--- src/rtl/spi_slave_pkg.sv ---
// Shared types and constants for the SPI slave: FSM states and the mode register layout.
package spi_slave_pkg;

    typedef enum logic [1:0] {
        ST_IDLE  = 2'd0,
        ST_LOAD  = 2'd1,
        ST_SHIFT = 2'd2
    } state_t;

    localparam int REG_MODE_ADDR = 0;
    localparam int CPHA_BIT      = 0;
    localparam int CPOL_BIT      = 1;

    // The leading edge leaves the idle level: rising when CPOL=0, falling when CPOL=1.
    function automatic logic leading_edge(input logic cpol, input logic rise, input logic fall);
        return cpol ? fall : rise;
    endfunction

endpackage

--- src/rtl/spi_sync_edge.sv ---
// Two-flop synchronizer for an asynchronous pin plus registered rise/fall pulses
// (pin edge appears on rise/fall three clk cycles later).
module spi_sync_edge (
    input  logic clk,
    input  logic rst,
    input  logic din,
    output logic rise,
    output logic fall
);

    logic meta_reg;
    logic sync_reg;
    logic prev_reg;
    logic rise_reg;
    logic fall_reg;

    always_ff @(posedge clk) begin
        if (rst) begin
            meta_reg <= 1'b0;
            sync_reg <= 1'b0;
            prev_reg <= 1'b0;
            rise_reg <= 1'b0;
            fall_reg <= 1'b0;
        end else begin
            meta_reg <= din;
            sync_reg <= meta_reg;
            prev_reg <= sync_reg;
            rise_reg <= sync_reg & ~prev_reg;
            fall_reg <= ~sync_reg & prev_reg;
        end
    end

    assign rise = rise_reg;
    assign fall = fall_reg;

endmodule

--- src/rtl/spi_slave.sv ---
// SPI slave oversampling spi_clk/spi_ss/spi_mosi in the clk domain; receives words on
// dout/dout_valid and transmits words fetched from an external FIFO on spi_miso.
module spi_slave
    import spi_slave_pkg::*;
#(
    parameter int data_width_g     = 8,
    parameter int reg_width_g      = 8,
    parameter int reg_addr_width_g = 8
) (
    input  logic                        clk,
    input  logic                        rst,
    input  logic                        spi_clk,
    input  logic                        spi_ss,
    input  logic                        spi_mosi,
    output logic                        spi_miso,
    output logic                        fifo_req_data,
    input  logic [data_width_g-1:0]     fifo_din,
    input  logic                        fifo_din_valid,
    input  logic                        fifo_empty,
    input  logic [reg_addr_width_g-1:0] reg_addr,
    input  logic [reg_width_g-1:0]      reg_din,
    input  logic                        reg_din_val,
    output logic                        reg_ack,
    output logic                        reg_err,
    output logic                        busy,
    output logic [data_width_g-1:0]     dout,
    output logic                        dout_valid
);

    localparam int CNT_W = (data_width_g > 2) ? $clog2(data_width_g) : 1;
    localparam logic [CNT_W-1:0] LAST_BIT = CNT_W'(data_width_g - 1);

    // Index 0 carries spi_clk, index 1 carries spi_ss.
    logic [1:0] pin_vec;
    logic [1:0] rise_vec;
    logic [1:0] fall_vec;

    assign pin_vec = {spi_ss, spi_clk};

    genvar gi;
    generate
        for (gi = 0; gi < 2; gi++) begin : g_sync
            spi_sync_edge u_sync (
                .clk  (clk),
                .rst  (rst),
                .din  (pin_vec[gi]),
                .rise (rise_vec[gi]),
                .fall (fall_vec[gi])
            );
        end
    endgenerate

    logic mosi_meta_reg;
    logic mosi_sync_reg;

    always_ff @(posedge clk) begin
        if (rst) begin
            mosi_meta_reg <= 1'b0;
            mosi_sync_reg <= 1'b0;
        end else begin
            mosi_meta_reg <= spi_mosi;
            mosi_sync_reg <= mosi_meta_reg;
        end
    end

    state_t                  state_reg;
    logic                    cpol_reg;
    logic                    cpha_reg;
    logic [CNT_W-1:0]        bit_cnt_reg;
    logic [data_width_g-1:0] rx_shift_reg;
    logic [data_width_g-1:0] tx_shift_reg;
    logic                    fetch_pending_reg;
    logic                    miso_reg;
    logic                    req_reg;
    logic                    ack_reg;
    logic                    err_reg;
    logic                    busy_reg;
    logic [data_width_g-1:0] dout_reg;
    logic                    dout_valid_reg;

    logic ss_rise;
    logic ss_fall;
    logic lead;
    logic trail;
    logic sample_edge;
    logic shift_edge;
    logic mode_write_ok;
    logic [data_width_g-1:0] load_word;
    logic [data_width_g-1:0] rx_word;
    logic unused_reg_bits;

    assign ss_rise     = rise_vec[1];
    assign ss_fall     = fall_vec[1];
    assign lead        = leading_edge(cpol_reg, rise_vec[0], fall_vec[0]);
    assign trail       = leading_edge(~cpol_reg, rise_vec[0], fall_vec[0]);
    assign sample_edge = cpha_reg ? trail : lead;
    assign shift_edge  = cpha_reg ? lead : trail;
    assign load_word   = fetch_pending_reg ? fifo_din : '0;
    assign rx_word     = {rx_shift_reg[data_width_g-2:0], mosi_sync_reg};

    assign mode_write_ok = (reg_addr == reg_addr_width_g'(REG_MODE_ADDR)) && (state_reg == ST_IDLE);
    assign unused_reg_bits = ^reg_din[reg_width_g-1:2];

    always_ff @(posedge clk) begin
        if (rst) begin
            state_reg         <= ST_IDLE;
            cpol_reg          <= 1'b0;
            cpha_reg          <= 1'b0;
            bit_cnt_reg       <= '0;
            rx_shift_reg      <= '0;
            tx_shift_reg      <= '0;
            fetch_pending_reg <= 1'b0;
            miso_reg          <= 1'b0;
            req_reg           <= 1'b0;
            ack_reg           <= 1'b0;
            err_reg           <= 1'b0;
            busy_reg          <= 1'b0;
            dout_reg          <= '0;
            dout_valid_reg    <= 1'b0;
        end else begin
            req_reg        <= 1'b0;
            ack_reg        <= 1'b0;
            err_reg        <= 1'b0;
            dout_valid_reg <= 1'b0;

            if (reg_din_val) begin
                if (mode_write_ok) begin
                    ack_reg  <= 1'b1;
                    cpol_reg <= reg_din[CPOL_BIT];
                    cpha_reg <= reg_din[CPHA_BIT];
                end else begin
                    err_reg <= 1'b1;
                end
            end

            // Deselect wins over everything, including a coincident final sample.
            if (ss_rise) begin
                state_reg         <= ST_IDLE;
                busy_reg          <= 1'b0;
                miso_reg          <= 1'b0;
                bit_cnt_reg       <= '0;
                fetch_pending_reg <= 1'b0;
            end else begin
                case (state_reg)
                    ST_IDLE: begin
                        if (ss_fall) begin
                            state_reg         <= ST_LOAD;
                            busy_reg          <= 1'b1;
                            bit_cnt_reg       <= '0;
                            req_reg           <= ~fifo_empty;
                            fetch_pending_reg <= ~fifo_empty;
                        end
                    end
                    ST_LOAD: begin
                        if (!fetch_pending_reg || fifo_din_valid) begin
                            state_reg         <= ST_SHIFT;
                            fetch_pending_reg <= 1'b0;
                            // CPHA=0 must present the MSB before the first (sampling) edge.
                            if (!cpha_reg) begin
                                miso_reg     <= load_word[data_width_g-1];
                                tx_shift_reg <= {load_word[data_width_g-2:0], 1'b0};
                            end else begin
                                tx_shift_reg <= load_word;
                            end
                        end
                    end
                    ST_SHIFT: begin
                        if (fetch_pending_reg && fifo_din_valid) begin
                            tx_shift_reg      <= fifo_din;
                            fetch_pending_reg <= 1'b0;
                        end
                        if (shift_edge) begin
                            miso_reg     <= tx_shift_reg[data_width_g-1];
                            tx_shift_reg <= {tx_shift_reg[data_width_g-2:0], 1'b0};
                        end
                        if (sample_edge) begin
                            rx_shift_reg <= rx_word;
                            if (bit_cnt_reg == LAST_BIT) begin
                                bit_cnt_reg    <= '0;
                                dout_reg       <= rx_word;
                                dout_valid_reg <= 1'b1;
                                // Burst: fetch the next word now; it lands before the next shift edge.
                                if (!fifo_empty) begin
                                    req_reg           <= 1'b1;
                                    fetch_pending_reg <= 1'b1;
                                end else begin
                                    tx_shift_reg <= '0;
                                end
                            end else begin
                                bit_cnt_reg <= bit_cnt_reg + 1'b1;
                            end
                        end
                    end
                    default: state_reg <= ST_IDLE;
                endcase
            end
        end
    end

    assign spi_miso      = miso_reg;
    assign fifo_req_data = req_reg;
    assign reg_ack       = ack_reg;
    assign reg_err       = err_reg;
    assign busy          = busy_reg;
    assign dout          = dout_reg;
    assign dout_valid    = dout_valid_reg;

endmodule

--- config.mk ---
export PLATFORM = sky130hd
export DESIGN_NAME = spi_slave
export DESIGN_NICKNAME = d
export VERILOG_FILES = /design/src/rtl/spi_slave_pkg.sv /design/src/rtl/spi_sync_edge.sv /design/src/rtl/spi_slave.sv
export SDC_FILE = /design/constraint.sdc
export NUM_CORES = 1
export LEC_CHECK = 0
export CAP_MARGIN = 40
export CORE_MARGIN = 2
export CORE_UTILIZATION = 26
export CTS_BUF_LIST = sky130_fd_sc_hd__clkbuf_8
export DETAILED_ROUTE_END_ITERATION = 10
export HOLD_SLACK_MARGIN = 0.15
export PLACE_DENSITY_LB_ADDON = 0.25
export SETUP_SLACK_MARGIN = 0.02
export SKIP_CTS_REPAIR_TIMING = 1
export SLEW_MARGIN = 5
export SYNTH_ARGS = -nofsm -noshare
export SYNTH_HDL_FRONTEND = slang
export SYNTH_SLANG_ARGS = --single-unit
--- constraint.sdc ---
create_clock -name clk -period 3.01 [get_ports clk]
set_clock_uncertainty 0.05 [all_clocks]
set_input_delay 0.602 -clock clk [delete_from_list [all_inputs] [get_ports clk]]
set_output_delay 0.602 -clock clk [all_outputs]
set_load 0.01 [all_outputs]
Word level (Yosys, flattened, before mapping)
Cells that the tools add are included.

word-level totals
  flip-flop bits (word level) = 49
  input port bits = 32
  word-level logic and storage cells = 108

operators by class
  $add $sub $neg = 1
  eq/ne operators = 8
  mux-type cells = 39
  bitwise logic cells = 13
  reductions and logical operators = 21

operators by type and width
  operator             count
  $mux 8               8
  $mux 1               20
  $pmux 8 s2           1
  $reduce_and 3->1     5
  $mux 3               3
  $not 1->1            9
  $logic_not 8->1      1
  $ne 2x2->1 const B   4
  $reduce_and 4->1     2
  $pmux 2 s3           1
  $pmux 3 s2           1
  $and 1x1->1          4
  $mux 2               2
  $pmux 1 s2           2
  $reduce_and 2->1     2
  $reduce_bool 2->1    2
  $reduce_or 2->1      2
  $reduce_or 4->1      1
  $add 3x1->3 const B  1
  $eq 3x3->1 const B   1
  $pmux 1 s3           1
  $reduce_bool 3->1    1
  $eq 2x1->1 const B   1
  $eq 2x2->1 const B   1
  5 further kinds      6

Longest topological paths before layout
  depth in word-level cells = 7
  depth in mapped cells = 7
  gate-level depth less buffers = 6

By module
From an unflattened synthesis, not the netlist that was laid out.

unflattened totals
  cell total of the unflattened synthesis = 249
  area total of the unflattened synthesis = 2349.8 um^2

modules (own cells, without submodules)
  module         instances  cells each  area each (um^2)  seq. area each (um^2)
  spi_slave      1          229         2082.0            780.7
  spi_sync_edge  2          10          133.9             100.1

Least setup slack after synthesis
No wires, ideal clock.

  path kind = input-to-reg
  start = in fifo_din_valid
  end = reg tx_shift_reg[1]
  arrival = 2053 ps
  slack = 815 ps
  stages = 6
  buffers on the path = 2
  path through = buf_4 -> and3b_1 -> or3_1 -> buf_6 -> a311o_4 -> o32ai_1

on the way
  word-level cells in the longest chain between the ends = 7
  elaborated cells between the ends (all ways) = 10

RTL lines
  element               RTL line          source
  start, declared       spi_slave.sv:18   input logic fifo_din_valid,
  $logic_and 1x1->1     spi_slave.sv:168  if (fetch_pending_reg && fifo_din_valid) begin
  $mux 8                spi_slave.sv:168
  $mux 8                spi_slave.sv:172  if (shift_edge) begin
  $mux 8                spi_slave.sv:183  if (!fifo_empty) begin
  $mux 8                spi_slave.sv:178  if (bit_cnt_reg == LAST_BIT) begin
  $mux 8                spi_slave.sv:176  if (sample_edge) begin
  $pmux 8 s2            spi_slave.sv:144  case (state_reg)
  end signal, assigned  spi_slave.sv:161  tx_shift_reg <= {load_word[data_width_g-2:0], 1'b0};
  end signal, assigned  spi_slave.sv:163  tx_shift_reg <= load_word;
  end signal, assigned  spi_slave.sv:174  tx_shift_reg <= {tx_shift_reg[data_width_g-2:0], 1'b0};
  end, declared         spi_slave.sv:71   logic [data_width_g-1:0] tx_shift_reg;

Parallel ways exist; a longest one is shown, timed or not.
A chain may end at the register's enable or synchronous reset.

Worst setup path in the final report
  start = reg cpha_reg
  end = reg tx_shift_reg[6]

on the way
  word-level cells in the longest chain between the ends = 6
  elaborated cells between the ends (all ways) = 9

RTL lines
  element                 RTL line          source
  start, declared         spi_slave.sv:68   logic cpha_reg;
  start signal, assigned  spi_slave.sv:130  cpha_reg <= reg_din[CPHA_BIT];
  $mux 1                  spi_slave.sv:97   assign shift_edge = cpha_reg ? lead : trail;
  $mux 8                  spi_slave.sv:172
  $mux 8                  spi_slave.sv:183
  $mux 8                  spi_slave.sv:178
  $mux 8                  spi_slave.sv:176
  $pmux 8 s2 *            spi_slave.sv:144

Every way passes the cells marked *; elsewhere a longest branch is shown, timed or not. The select of a mux whose other input is x is not followed.

==> reports/metrics.csv <==
stage,metric,value,unit
global_routing,first_global_vias,1914,
synth,seq_area_frac_synth,0.4148,
placement,io_buffers,39,
sta,period_needed,2.439,ns
critical_path,cp.arrival,2.61,ns
synth,yosys_most_used_dff,dfxtp_1,
global_routing,overflow,0,
sta,setup_violations,0,
sta,tightest_slew,0.6372,ns
global_routing,grt_util_all_layers,0.1136,
clock_tree,cts_tree,yes,
synth,avgSynthCellArea,8.890,um2
finish,drive_gt1_frac,0.05281,
clock_tree,clk_path_buf_depth,2,
global_routing,antenna_found_initial,0,
finish,nets,342,
clock_tree,cts_sinks,49,
critical_path,critPathTopFamily,compound AO/OA/AOI/OAI gates,
finish,fin_cells,411,
critical_path,worst_setup_path_start_kind,flip-flop,
route,via_count,1962,
power_and_ir_drop,p_total,1222,uW
worst_hold_path,min_path_type,flip-flop to flip-flop,
placement,gp_congestion,0.7343,
finish,post-route-util,0.3394,
synth,synth_edf_count,0,
finish,num_antenna_cells,0,
synth,netlist_area,2365,um2
floorplanning,core-area,8763,um2
sta,slew_violations,0,
power_and_ir_drop,ir_worst_vdd,0.1601,mV
critical_path,worst-path-max-fanout,13,
floorplanning,num_rows,34,
sta,maxSlewHeadroom,0.5630,
synth,ys_ff_latch,49,
global_routing,grt_max_degree,50,
critical_path,cp_slowest_cell,dfxtp_1,
clock_tree,clk_pin_slew,0.09,ns
synth,yosysWarnings,0,
clock_tree,h-tree-depth,2,
run_status,outcome,"complete, no violations",
synth,synthDistinctLibCells,39,
floorplanning,boundaryPins,46,
clock_tree,cts_buffers,5,
power_and_ir_drop,p_leak,0.001086,uW
synth,yosys.area.top_type_share,0.4148,
route,wire_per_inst,12.85,um
critical_path,crit_chain,xnor2_1 -> mux2_2 -> a311o_4 -> o32ai_1,
sta,max_freq,0.4100,GHz
sta,rsz0062_at_grt,no,
clock_tree,clk_latency,0.31,ns
route,drtAntennaViolNets,0,
route,first_pass_iters,4,
route,drc,0,
floorplanning,start_util,0.2698,
critical_path,path_buf_inv,0,
placement,dp_hpwl,3727,um
floorplanning,dieArea,9874,um2
clock_tree,clock_tree.root_cell,clkbuf_8,
synth,syn_inst,266,
power_and_ir_drop,power.density,411.0,nW/um2
floorplanning,die_y,99.37,um
critical_path,critPathCaptureType,flip-flop,
sta,fin_setup_tns,0,ns
flow_run,drv_cap,0,
critical_path,worstSetupPathType,flip-flop to flip-flop,
floorplanning,die_x,99.37,um
global_routing,grt_first_pass_wirelength,8976,um
placement,dp.cells,404,
critical_path,crit_path_max_incr_delay,0.70,ns
critical_path,required,3.18,ns
synth,synth.net_count,305,
route,vias_per_cell,4.774,
finish,syn2layout_area_growth,25.77,%
synth,synth_area_leader_cell,dfxtp_1,
sta,post-route-period-util,0.8103,
synth,synth_area_leaders,"dfxtp_1, mux2i_1, nand2b_1, ha_1, nor2b_1",
synth,synth-async-reset-ratio,0,
route,drtIter0Drc,67,
sta,hold_viol,0,
route,drt-total-wl,5283,um
## cell usage after synthesis (3+ instances only)
cell type   n
dfxtp_1    49
mux2i_1    28
nand2_1    21
nor2_1     21
nand2b_1   20
nand3_1    15
nor2b_1    14
a21oi_1    13
clkbuf_1   10
o21ai_0    10
and3_1      7
ha_1        7
o32ai_1     7
inv_1       5
nor3_1      4
nor3b_1     3
nor4_1      3
o22ai_1     3
## cell usage in the layout (no fill, tap or decap), drive strengths merged
cell type | synthesis | final
clkdlybuf4s50 | 0 | 39
mux2i | 28 | 28
o22ai | 3 | 3
nand3 | 15 | 15
o21ai | 10 | 10
or3 | 2 | 2
a2111oi | 1 | 1
or2 | 1 | 1
a32oi | 1 | 1
a21oi | 13 | 13
inv | 5 | 6
dfxtp | 49 | 49
xnor2 | 1 | 1
nor2 | 21 | 21
and2 | 1 | 1
nor3b | 3 | 3
nor2b | 14 | 14
o211a | 1 | 1
nand2 | 21 | 21
a21o | 2 | 2
nand4 | 2 | 2
buf | 5 | 6
o31ai | 1 | 1
a221oi | 1 | 1
nand3b | 1 | 1
and3 | 7 | 7
nand2b | 20 | 20
o32ai | 7 | 7
nor3 | 4 | 4
bufinv | 0 | 1
and3b | 1 | 1
mux2 | 2 | 2
ha | 7 | 7
a311o | 1 | 1
clkbuf | 10 | 5
nor4bb | 1 | 1
o31a | 1 | 1
nor4 | 3 | 3
## final timing paths
path,startpoint,endpoint,slack [ns],cells after the start
setup / recovery,cpha_reg,tx_shift_reg[6],0.57,4
hold / removal,g_sync[1].u_sync.prev_reg,g_sync[1].u_sync.rise,0.35,1
setup reg to reg,cpha_reg,tx_shift_reg[6],0.57,4
hold reg to reg,g_sync[1].u_sync.prev_reg,g_sync[1].u_sync.rise,0.35,1
## metal layers
layer,GRT usage,share of wire,vias to the layer above
li1,-,-,1007
met1,0.1441,0.46,900
met2,0.1850,0.48,48
met3,0.02741,0.041,7
met4,0.04742,0.021,0
met5,0,0,-
## area by class of cell
class / instances / area (um2)
Clock buffer: 5 / 68.82
Tap cell: 108 / 135.1
Clock inverter: 2 / 38.79
Inverter: 5 / 18.77
Multi-Input combinational cell: 197 / 1296
Fill cell: 945 / 5789
Timing Repair Buffer: 45 / 435.4
Sequential cell: 49 / 980.9
## logic make-up after synthesis
| kind of cell | after synthesis | synth area share |
|---|---|---|
| flops | 49 | 0.4148 |
| simple gates | 117 | 0.2598 |
| fa+ha+maj | 7 | 0.03704 |
| compound gates | 42 | 0.1196 |
| xor+xnor | 1 | 0.003704 |
| mux | 30 | 0.1280 |
| buf+inv | 20 | 0.03704 |
## stage by stage
step,cell area (um2),hold slack [ns],setup WS [ns]
after floorplan,2365,0.3335,0.8148
after global placement,2867,0.3380,0.4654
after detailed placement,2867,0.3474,0.4037
after CTS,2974,0.3589,0.5525
after global routing,2974,0.3860,0.4182
final,2974,0.3549,0.5711
## where the power goes
part	leakage (uW)	switching [uW]	internal, uW	total, uW
Clock	0.0000546	226	246	472
Sequential	0.000397	4.40	655	659
Combinational	0.000635	40.0	50.7	90.7
Total	0.00109	271	952	1220
No activity file was read; power rests on OpenSTA's default activity.
